File: src/rtl/dmem_lsu.sv
// dmem_lsu: load/store unit between a CPU request/response port and a
// single-port data memory. It takes one request at a time, flags misaligned
// or illegal accesses without touching DMEM, and otherwise issues a one-cycle
// DMEM strobe. Load data is captured one cycle after the read strobe.
//
// Ports
//   clk, rst_n             clock, asynchronous active-low reset
//   req_valid/req_ready    CPU request handshake (ready only while idle)
//   req_we                 1 = store, 0 = load
//   req_byte_sel           00 byte, 01 half, 10 word, 11 illegal
//   req_sign               extension flag, passed through to DMEM
//   req_addr, req_wdata    byte address, store data
//   rsp_valid/rsp_ready    CPU response handshake
//   rsp_rdata, rsp_err     load data (0 for stores/errors), error flag
//   err_cnt                saturating count of completed error responses
//   dmem_rden, dmem_wen    DMEM strobes, high only in ISSUE
//   dmem_byte_sel, dmem_sign, dmem_addr, dmem_data_in   DMEM request fields
//   dmem_data_out          DMEM read data, valid the cycle after dmem_rden
//
// state | meaning
// ------+-----------------------------------------------------------
// IDLE  | ready for a request
// ISSUE | one DMEM strobe (read or write) is on the bus this cycle
// WAIT  | load: DMEM read data is valid, captured at the end of cycle
// RESP  | response held on rsp_* until the CPU takes it

module dmem_lsu (
    input  logic        clk,
    input  logic        rst_n,
    input  logic        req_valid,
    output logic        req_ready,
    input  logic        req_we,
    input  logic [1:0]  req_byte_sel,
    input  logic        req_sign,
    input  logic [13:0] req_addr,
    input  logic [31:0] req_wdata,
    output logic        rsp_valid,
    input  logic        rsp_ready,
    output logic [31:0] rsp_rdata,
    output logic        rsp_err,
    output logic [15:0] err_cnt,
    output logic        dmem_rden,
    output logic        dmem_wen,
    output logic [1:0]  dmem_byte_sel,
    output logic        dmem_sign,
    output logic [13:0] dmem_addr,
    output logic [31:0] dmem_data_in,
    input  logic [31:0] dmem_data_out
);

    typedef enum logic [1:0] {
        IDLE  = 2'd0,
        ISSUE = 2'd1,
        WAIT  = 2'd2,
        RESP  = 2'd3
    } state_t;

    state_t state;
    logic   we_q;
    logic   misaligned;

    always_comb begin
        misaligned = 1'b0;
        case (req_byte_sel)
            2'b01:   misaligned = req_addr[0];
            2'b10:   misaligned = (req_addr[1:0] != 2'b00);
            2'b11:   misaligned = 1'b1;
            default: misaligned = 1'b0;
        endcase
    end

    // Decoded from the state register only; no combinational path from req_*.
    assign req_ready = (state == IDLE);

    always_ff @(posedge clk or negedge rst_n) begin
        if (!rst_n) begin
            state         <= IDLE;
            we_q          <= 1'b0;
            rsp_valid     <= 1'b0;
            rsp_rdata     <= '0;
            rsp_err       <= 1'b0;
            err_cnt       <= '0;
            dmem_rden     <= 1'b0;
            dmem_wen      <= 1'b0;
            dmem_byte_sel <= '0;
            dmem_sign     <= 1'b0;
            dmem_addr     <= '0;
            dmem_data_in  <= '0;
        end else begin
            case (state)
                IDLE: begin
                    if (req_valid) begin
                        if (misaligned) begin
                            state     <= RESP;
                            rsp_valid <= 1'b1;
                            rsp_err   <= 1'b1;
                            rsp_rdata <= '0;
                        end else begin
                            // The DMEM field registers double as the captured request.
                            state         <= ISSUE;
                            we_q          <= req_we;
                            dmem_rden     <= ~req_we;
                            dmem_wen      <= req_we;
                            dmem_byte_sel <= req_byte_sel;
                            dmem_sign     <= req_sign;
                            dmem_addr     <= req_addr;
                            dmem_data_in  <= req_we ? req_wdata : 32'd0;
                        end
                    end
                end
                ISSUE: begin
                    dmem_rden     <= 1'b0;
                    dmem_wen      <= 1'b0;
                    dmem_byte_sel <= '0;
                    dmem_sign     <= 1'b0;
                    dmem_addr     <= '0;
                    dmem_data_in  <= '0;
                    if (we_q) begin
                        state     <= RESP;
                        rsp_valid <= 1'b1;
                        rsp_err   <= 1'b0;
                        rsp_rdata <= '0;
                    end else begin
                        state <= WAIT;
                    end
                end
                WAIT: begin
                    state     <= RESP;
                    rsp_valid <= 1'b1;
                    rsp_err   <= 1'b0;
                    rsp_rdata <= dmem_data_out;
                end
                RESP: begin
                    if (rsp_ready) begin
                        state     <= IDLE;
                        rsp_valid <= 1'b0;
                        rsp_err   <= 1'b0;
                        rsp_rdata <= '0;
                        if (rsp_err && (err_cnt != 16'hFFFF))
                            err_cnt <= err_cnt + 16'd1;
                    end
                end
                default: state <= IDLE;
            endcase
        end
    end

endmodule

File: config.mk
export PLATFORM = sky130hd
export DESIGN_NAME = dmem_lsu
export DESIGN_NICKNAME = d
export VERILOG_FILES = /design/src/rtl/dmem_lsu.sv
export SDC_FILE = /design/constraint.sdc
export NUM_CORES = 1
export LEC_CHECK = 0
export BUFFER_PORTS_ARGS = -buffer_cell sky130_fd_sc_hd__buf_2
export CORE_MARGIN = 1.5
export CORE_UTILIZATION = 47
export DETAILED_ROUTE_END_ITERATION = 12
export PLACE_DENSITY = 0.8
export SLEW_MARGIN = 10
export SYNTH_ARGS = -nofsm -noshare
export SYNTH_HDL_FRONTEND = slang
export SYNTH_SLANG_ARGS = --single-unit
File: constraint.sdc
create_clock -name clk -period 5.5 [get_ports clk]
set_input_delay 1.65 -clock clk [delete_from_list [all_inputs] [get_ports clk]]
set_output_delay 1.65 -clock clk [all_outputs]
set_load 0.01 [all_outputs]
## Word-level counts from Yosys, hierarchy flattened

Cells that the tools add are included.

- Add/subtract/negate cells: 1
- Reduce and logical (&&, ||, !) cells: 9
- Equality and inequality tests: 12
- Bitwise logic cells: 2
- Mux-type cells: 37

Operator list:

| kind | number |
|---|---|
| $mux W32 | 7 |
| $pmux W32 S4 | 1 |
| $pmux W32 S2 | 1 |
| $mux W14 | 2 |
| $pmux W14 S2 | 1 |
| $add A16 B1 Y16 const B | 1 |
| $ne A16 B16 Y1 const B | 1 |
| $mux W1 | 12 |
| $mux W2 | 5 |
| $reduce_and A3 Y1 | 3 |
| $eq A2 B2 Y1 const B | 4 |
| $ne A2 B2 Y1 const B | 4 |
| $pmux W1 S4 | 2 |
| $pmux W2 S4 | 1 |
| $pmux W1 S2 | 3 |
| $eq A2 B1 Y1 const B | 2 |
| $pmux W2 S2 | 1 |
| $reduce_and A4 Y1 | 1 |
| $reduce_bool A2 Y1 | 2 |
| $pmux W1 S3 | 1 |
| $logic_not A2 Y1 | 1 |
| $ne A2 B1 Y1 const B | 1 |
| $not A1 Y1 | 2 |
| $reduce_and A2 Y1 | 1 |
| $logic_and A1 B1 Y1 | 1 |

- Flip-flop bits (word level): 104
- Input port bits: 86
- Logic and storage cells: 73

## Logic depth before layout (Yosys ltp)

Gate-level depths: netlist of the first run.

- Depth in word-level cells: 5
- Mapped depth: 8
- Gate-level depth less buffers: 6

## Worst setup path before layout of the first run

No wires, ideal clock.

- Kind: in2reg
- Start: in req_byte_sel[0]
- End: reg dmem_data_in[0]
- Slack: 2.455 ns
- Arrival time: 2.924 ns
- Buffers on the path: 1
- Stages: 5
- Cells stage by stage: or3_4 -> a21boi_2 -> a2bb2oi_1 -> clkbuf_1 -> a22o_1

- Longest elaborated chain between the ends: 4
- Elaborated cells on any way between the ends: 6

Ends and longest elaborated chain:

| element | RTL line | source |
|---|---|---|
| start: declaration | 33 | `input logic [1:0] req_byte_sel,` |
| $eq A2 B2 Y1 / $eq A2 B1 Y1 (equally long branches) | 64 | `case (req_byte_sel)` |
| $pmux W1 S3 * | 64 |  |
| $ne A2 B2 Y1 (no line) * | - |  |
| $reduce_and A3 Y1 (no line) * | - |  |
| end signal: assignment | 107 | `dmem_data_in <= req_we ? req_wdata : 32'd0;` |
| end: declaration | 47 | `output logic [31:0] dmem_data_in,` |

Every way passes the cells marked *; elsewhere a longest branch is shown, timed or not.
A chain may end at the register's enable or synchronous reset.

## Worst setup path after layout of the first run

- Start: in req_byte_sel[0]
- End: reg dmem_data_in[20]

Same word-level chain as after synthesis.

==> results of run 1 <==
==> through the flow <==
step                      worst slack, ns  area [um2]  cells  utilization (%)
after floorplan                      2.45        4240    364                -
after global placement               1.37        5240    638             60.0
after detailed placement             1.26        5240    638             60.0
final                                1.65        5450    655             62.5
after CTS                            1.65        5420    654             62.2
after global routing                 1.45        5450    655             62.5
==> cell usage in the layout (no fill, tap or decap), drive strengths merged <==
cell        n
clkinv      3
a211oi      1
nand4b      2
xor2        5
a21o        3
or3         1
a2bb2oi     1
nor3        3
nand2b      1
a2111oi     1
buf       190
nand3b      1
nand4       5
ha          6
xnor2       7
mux2        5
and2        1
nand3       8
a21boi      1
and4        1
nand2      39
nor4bb      1
a21oi       3
a22o       50
or2         2
clkinvlp    1
dfrtp     104
a22oi       1
nor2        5
and3        3
nor4        4
clkbuf     10
nor3b       1
o21ai      67
o221ai      1
inv         9
==> where the power goes <==
| group | switching [mW] | leakage (nW) | internal [mW] |
|---|---|---|---|
| Sequential | 0.133 | 1.41 | 0.992 |
| Clock | 0.267 | 0.0948 | 0.183 |
| Combinational | 0.596 | 1.44 | 0.401 |
==> cell type report <==
| class | instances | share of cell area, % |
|---|---|---|
| Tap cell | 108 | 2.48 |
| Sequential cell | 104 | 47.7 |
| Multi-Input combinational cell | 230 | 27.9 |
| Timing Repair Buffer | 190 | 18.0 |
| Clock inverter | 6 | 0.918 |
| Clock buffer | 10 | 2.52 |
| Inverter | 7 | 0.482 |
==> per-layer routing <==
layer | track usage [%] | vias up | part of all wire (%)
li1 | - | 1672 | -
met1 | 29.2 | 1753 | 44
met2 | 35.5 | 145 | 47
met3 | 4.87 | 13 | 6.6
met4 | 8.35 | 0 | 1.4
met5 | 0 | - | 0
==> final timing paths <==
path | end | slack, ns | cells after the start
max in group asynchronous | rsp_rdata[21] | 3.11 | 2
min in group asynchronous | dmem_addr[10] | 1.39 | 1
setup reg to reg | dmem_data_in[20] | 2.45 | 6
setup / recovery | dmem_data_in[20] | 1.65 | 5
hold reg to reg | dmem_wen | 0.50 | 1
hold / removal | dmem_wen | 0.50 | 1
==> cell families after synthesis <==
logic type	share of synthesized area (%)
AO/OA/AOI/OAI	20.6
XOR/XNOR	2.48
adder cells (fa/ha/maj)	1.77
buffers and inverters	3.42
flip-flops	61.3
multiplexers	1.33
AND/OR/NAND/NOR	9.02
==> cell usage after synthesis <==
| master | n |
|---|---|
| xor2_1 | 5 |
| nand3b_1 | 1 |
| a22o_1 | 50 |
| or3_4 | 1 |
| o221ai_1 | 1 |
| nor4_1 | 4 |
| buf_6 | 3 |
| or2_2 | 2 |
| dfrtp_1 | 104 |
| xnor2_1 | 7 |
| nand4b_1 | 2 |
| a2bb2oi_1 | 1 |
| nand2_1 | 39 |
| clkbuf_2 | 3 |
| and2_1 | 1 |
| buf_2 | 2 |
| nor2_1 | 5 |
| and4_1 | 1 |
| nor3b_1 | 1 |
| o21ai_1 | 6 |
| nand2b_1 | 1 |
| inv_1 | 7 |
| o21ai_0 | 61 |
| a21oi_1 | 3 |
| a211oi_4 | 1 |
| a22oi_1 | 1 |
| nor4bb_1 | 1 |
| a21o_1 | 3 |
| nand4_1 | 5 |
| and3_1 | 3 |
| nor3_1 | 3 |
| buf_4 | 1 |
| a2111oi_0 | 1 |
| mux2_2 | 5 |
| nand3_1 | 8 |
| clkbuf_1 | 14 |
| ha_1 | 6 |
| a21boi_2 | 1 |
==> registers in the layout, summed over array words and instances, names as in the netlist <==
register / count
dmem_rden: 1
dmem_sign: 1
rsp_err: 1
dmem_data_in: 32
state: 2
dmem_byte_sel: 2
dmem_addr: 14
we_q: 1
dmem_wen: 1
rsp_valid: 1
err_cnt: 16
rsp_rdata: 32
==> worst max-delay path: stages <==
cell	delay (ns)
buf_2	0.12
or3_4	0.42
a211oi_4	0.69
and2_1	0.99
a22o_1	0.26
==> run_results.csv, run 1 <==
group,metric,value,unit
clocking,cts_tree,"yes",
power_and_ir_drop,power_density,472,nW/um2
sta,min_period,3.85,ns
sta,setup_viol,0,
sta,whs,0.498,ns
global_routing,grt_max_degree,72,
cells_and_area,nFillCells,717,
clocking,cts_sinks,104,
floorplan,core-area,8720,um2
floorplan,die-area,9610,um2
worst_setup_path,path_class,"in -> reg",
sta,hold_viol_final,0,
hold_path,worstHoldStart,"dmem_wen",
cells_and_area,drive_gt1_share,39.9,%
clocking,ctsHtreeMaxLevel,3,
placement,gp_congestion,0.806,
worst_setup_path,crit_path_end_kind,"register",
sta,skew,0.00944,ns
yosys,synth_area_leaders,"dfrtp_1 61%, a22o_1 10%, o21ai_0 7.2%",
floorplan,pin_count,188,
outcome,status,"completed",
route,viasPerCell,5.47,
flow_run,drv_cap,0,
clocking,cts_setup_buffers,0,
floorplan,start_util,48.7,%
yosys,netlist.area_leader.share,61.3,%
cells_and_area,area_delta_synth_final,28.5,%
power_and_ir_drop,irDropWorstVdd,252,uV
worst_setup_path,cp_max_fo,33,
sta,tightest_slew,1.19,ns
placement,hpwl,7.31,mm
sta,maxClockFrequency,259,MHz
yosys,synth_warnings,0,
route,first_iter_violations,114,
cells_and_area,multi_input_area,1520,um2
yosys,yosysSeqAreaShare,61.3,%
floorplan,die_y,98.0,um
clocking,path_clk_slew,0.10,ns
worst_setup_path,worstSetupStartpointType,"input port",
yosys,syn_inst,364,
cells_and_area,register_area,2600,um2
route,dr.pass1.iters,5,
clocking,cts_buffers,9,
clocking,post_cts_resized,0,
route,drc_errors,0,
cells_and_area,fin_nets,634,
sta,fin_tns_setup,0,ns
route,antenna_left,0,
global_routing,grt_usage,22.0,%
yosys,avgSynthCellArea,11.7,um2
clocking,cts_buffer_depth,2,
global_routing,antenna_found_initial,0,
yosys,synth_area,4240,um2
hold_path,hold_class,"reg -> reg",
power_and_ir_drop,power.total,2.57,mW
power_and_ir_drop,p_leak,2.95,nW
worst_setup_path,r2r_start,"state[0]",
floorplan,fp-row-count,34,
clocking,cts_hold_buffers,0,
cells_and_area,diodes,0,
yosys,syn-num-nets,456,
global_routing,grt-ovfl-total,0,
sta,max_slew_margin,20.6,%
global_routing,grt_pass1_vias,3519,
clocking,clock_latency,0.36,ns
placement,port-buffer-count,187,
global_routing,grt_pass1_wl,17.1,mm
yosys,ys_types,38,
worst_setup_path,required,5.79,ns
sta,drv_slew,0,
worst_setup_path,crit_path_start,"req_byte_sel[0]",
yosys,ys_seq_elements,104,
worst_setup_path,cp.arrival,4.14,ns
sta,fin_crit_sh,70.1,%
sta,grt_setup_unrepaired,"false",
route,route.vias.total,3583,
route,wl_per_cell,15.8,um
floorplan,die_w,98.0,um
route,routed_wirelength,10.4,mm
yosys,yosys.area.top_type,"dfrtp_1",
clocking,root_buffer,"clkbuf_8",
Note: power is estimated with default switching activity, not from simulation.
==> inputs of run 2 (changes only) <==
--- a/config.mk
+++ b/config.mk
@@ -7,9 +7,9 @@
 export LEC_CHECK = 0
 export BUFFER_PORTS_ARGS = -buffer_cell sky130_fd_sc_hd__buf_2
 export CORE_MARGIN = 1.5
-export CORE_UTILIZATION = 47
+export CORE_UTILIZATION = 43
 export DETAILED_ROUTE_END_ITERATION = 12
-export PLACE_DENSITY = 0.8
+export PLACE_DENSITY = 0.77
 export SLEW_MARGIN = 10
 export SYNTH_ARGS = -nofsm -noshare
 export SYNTH_HDL_FRONTEND = slang
==> constraint.sdc (replaced) <==
create_clock -name clk -period 3.17 [get_ports clk]
set_input_delay 0.951 -clock clk [delete_from_list [all_inputs] [get_ports clk]]
set_output_delay 0.951 -clock clk [all_outputs]
set_load 0.01 [all_outputs]
==> run_results.csv, run 2 (synthesized netlist as in run 1, its figures left out) <==
group,metric,value,unit
hold_path,min_path_cells,1,
route,first_iter_violations,103,
clocking,root_buffer,"clkbuf_8",
power_and_ir_drop,power_density,825,nW/um2
floorplan,die-area,10500,um2
cells_and_area,diodes,0,
global_routing,grt_pass1_vias,3426,
sta,maxClockFrequency,419,MHz
worst_setup_path,required,2.22,ns
floorplan,fp-row-count,36,
cells_and_area,final_common_cell,"buf_2",
placement,port-buffer-count,187,
floorplan,pin_count,188,
worst_setup_path,cp_max_fo,5,
global_routing,grt-ovfl-total,0,
sta,fin_tns_setup,0,ns
worst_setup_path,crit_chain,"inv_1, ha_1, buf_2",
worst_setup_path,path_class,"reg -> out",
flow_run,drv_cap,0,
global_routing,grt_usage,20.5,%
route,dr.pass1.iters,4,
hold_path,hold_class,"reg -> reg",
sta,max_slew_margin,27.4,%
cells_and_area,final_area,5540,um2
global_routing,grt_pass1_wl,16.5,mm
worst_setup_path,cp_top_family,"flip-flops",
sta,skew,0.0117,ns
cells_and_area,fin_nets,639,
global_routing,grt_max_degree,51,
outcome,status,"completed",
route,route.vias.total,3507,
cells_and_area,final_cell_mix,"186 x buf_2, 104 x dfrtp_1, 61 x o21ai_0",
worst_setup_path,critPathMaxStageDelay,0.41,ns
sta,setup_viol,0,
worst_setup_path,crit_buf_inv,2,
placement,dpl_cell_area,5330,um2
route,routed_wirelength,10.6,mm
clocking,cts_sinks,104,
clocking,path_clk_slew,0.09,ns
sta,drv_slew,0,
route,drc_errors,0,
clocking,cts_buffers,9,
cells_and_area,drive_gt1_share,40.0,%
placement,gp_congestion,0.751,
cells_and_area,top_regs,"dmem_data_in x32, rsp_rdata x32, err_cnt x16",
floorplan,die_y,102,um
power_and_ir_drop,power.total,4.57,mW
sta,min_period,2.39,ns
route,wl_per_cell,15.5,um
power_and_ir_drop,irDropWorstVdd,415,uV
worst_setup_path,cp.arrival,1.44,ns
power_and_ir_drop,p_leak,2.98,nW
worst_setup_path,cp.depth,3,
sta,tightest_slew,1.09,ns
worst_setup_path,crit_path_end_kind,"primary output",
route,viasPerCell,5.12,
cells_and_area,area_delta_synth_final,30.5,%
sta,hold_viol_final,0,
floorplan,die_w,102,um
floorplan,start_util,43.8,%
sta,fin_crit_sh,75.4,%
clocking,cts_setup_buffers,0,
worst_setup_path,r2r_cells,6,
global_routing,antenna_found_initial,0,
worst_setup_path,worstSetupStartpointType,"register",
clocking,cts_hold_buffers,0,
placement,hpwl,7.56,mm
clocking,cts_buffer_depth,2,
clocking,clock_latency,0.37,ns
clocking,post_cts_resized,0,
sta,grt_setup_unrepaired,"false",
worst_setup_path,crit_slowest_cell,"dfrtp_1",
clocking,cts_tree,"yes",
floorplan,core-area,9680,um2
route,antenna_left,0,
clocking,ctsHtreeMaxLevel,3,
==> run 2: report_power, final <==
part | switching (mW) | internal, mW | total, mW
clock network | 0.441 | 0.446 | 0.886
registers | 0.227 | 1.72 | 1.95
logic | 1.04 | 0.697 | 1.73
total | 1.70 | 2.87 | 4.57
==> run 2: worst paths after layout <==
| kind | start | to | slack [ns] |
|---|---|---|---|
| max in group asynchronous | rst_n | rsp_rdata[21] | 1.81 |
| worst min register to register | dmem_wen | dmem_wen | 0.49 |
| min in group asynchronous | rst_n | err_cnt[9] | 0.59 |
| worst max register to register | state[0] | dmem_addr[5] | 0.93 |
| worst min-delay path | dmem_wen | dmem_wen | 0.49 |
| worst max-delay path | state[1] | req_ready | 0.78 |
==> run 2: layout make-up <==
| class | count | area (um2) |
|---|---|---|
| fill | 849 | 4150 |
| sequential | 104 | 2600 |
| multi-input combinational | 230 | 1520 |
| timing repair buffer | 195 | 1010 |
| tap | 133 | 166 |
| clock buffer | 11 | 131 |
| clock inverter | 5 | 81.3 |
| inverter | 7 | 26.3 |
==> run 2: layer usage <==
metal	vias to the layer above	global-route usage, %	wire [um]
li1	1679	-	-
met1	1676	27.0	4750
met2	134	33.0	5080
met3	18	3.49	550
met4	0	9.69	211
met5	-	0	0
==> run 2: per-stage QoR <==
step / instances / util, % / hold slack [ns] / setup WS, ns
after detailed placement: 669 / 55.0 / 0.461 / 0.480
after CTS: 685 / 57.2 / 0.493 / 0.755
after global routing: 685 / 57.2 / 0.518 / 0.651
final: 685 / 57.2 / 0.490 / 0.781
after global placement: 669 / 55.0 / 0.457 / 0.565
after floorplan: 364 / - / 0.498 / 0.824
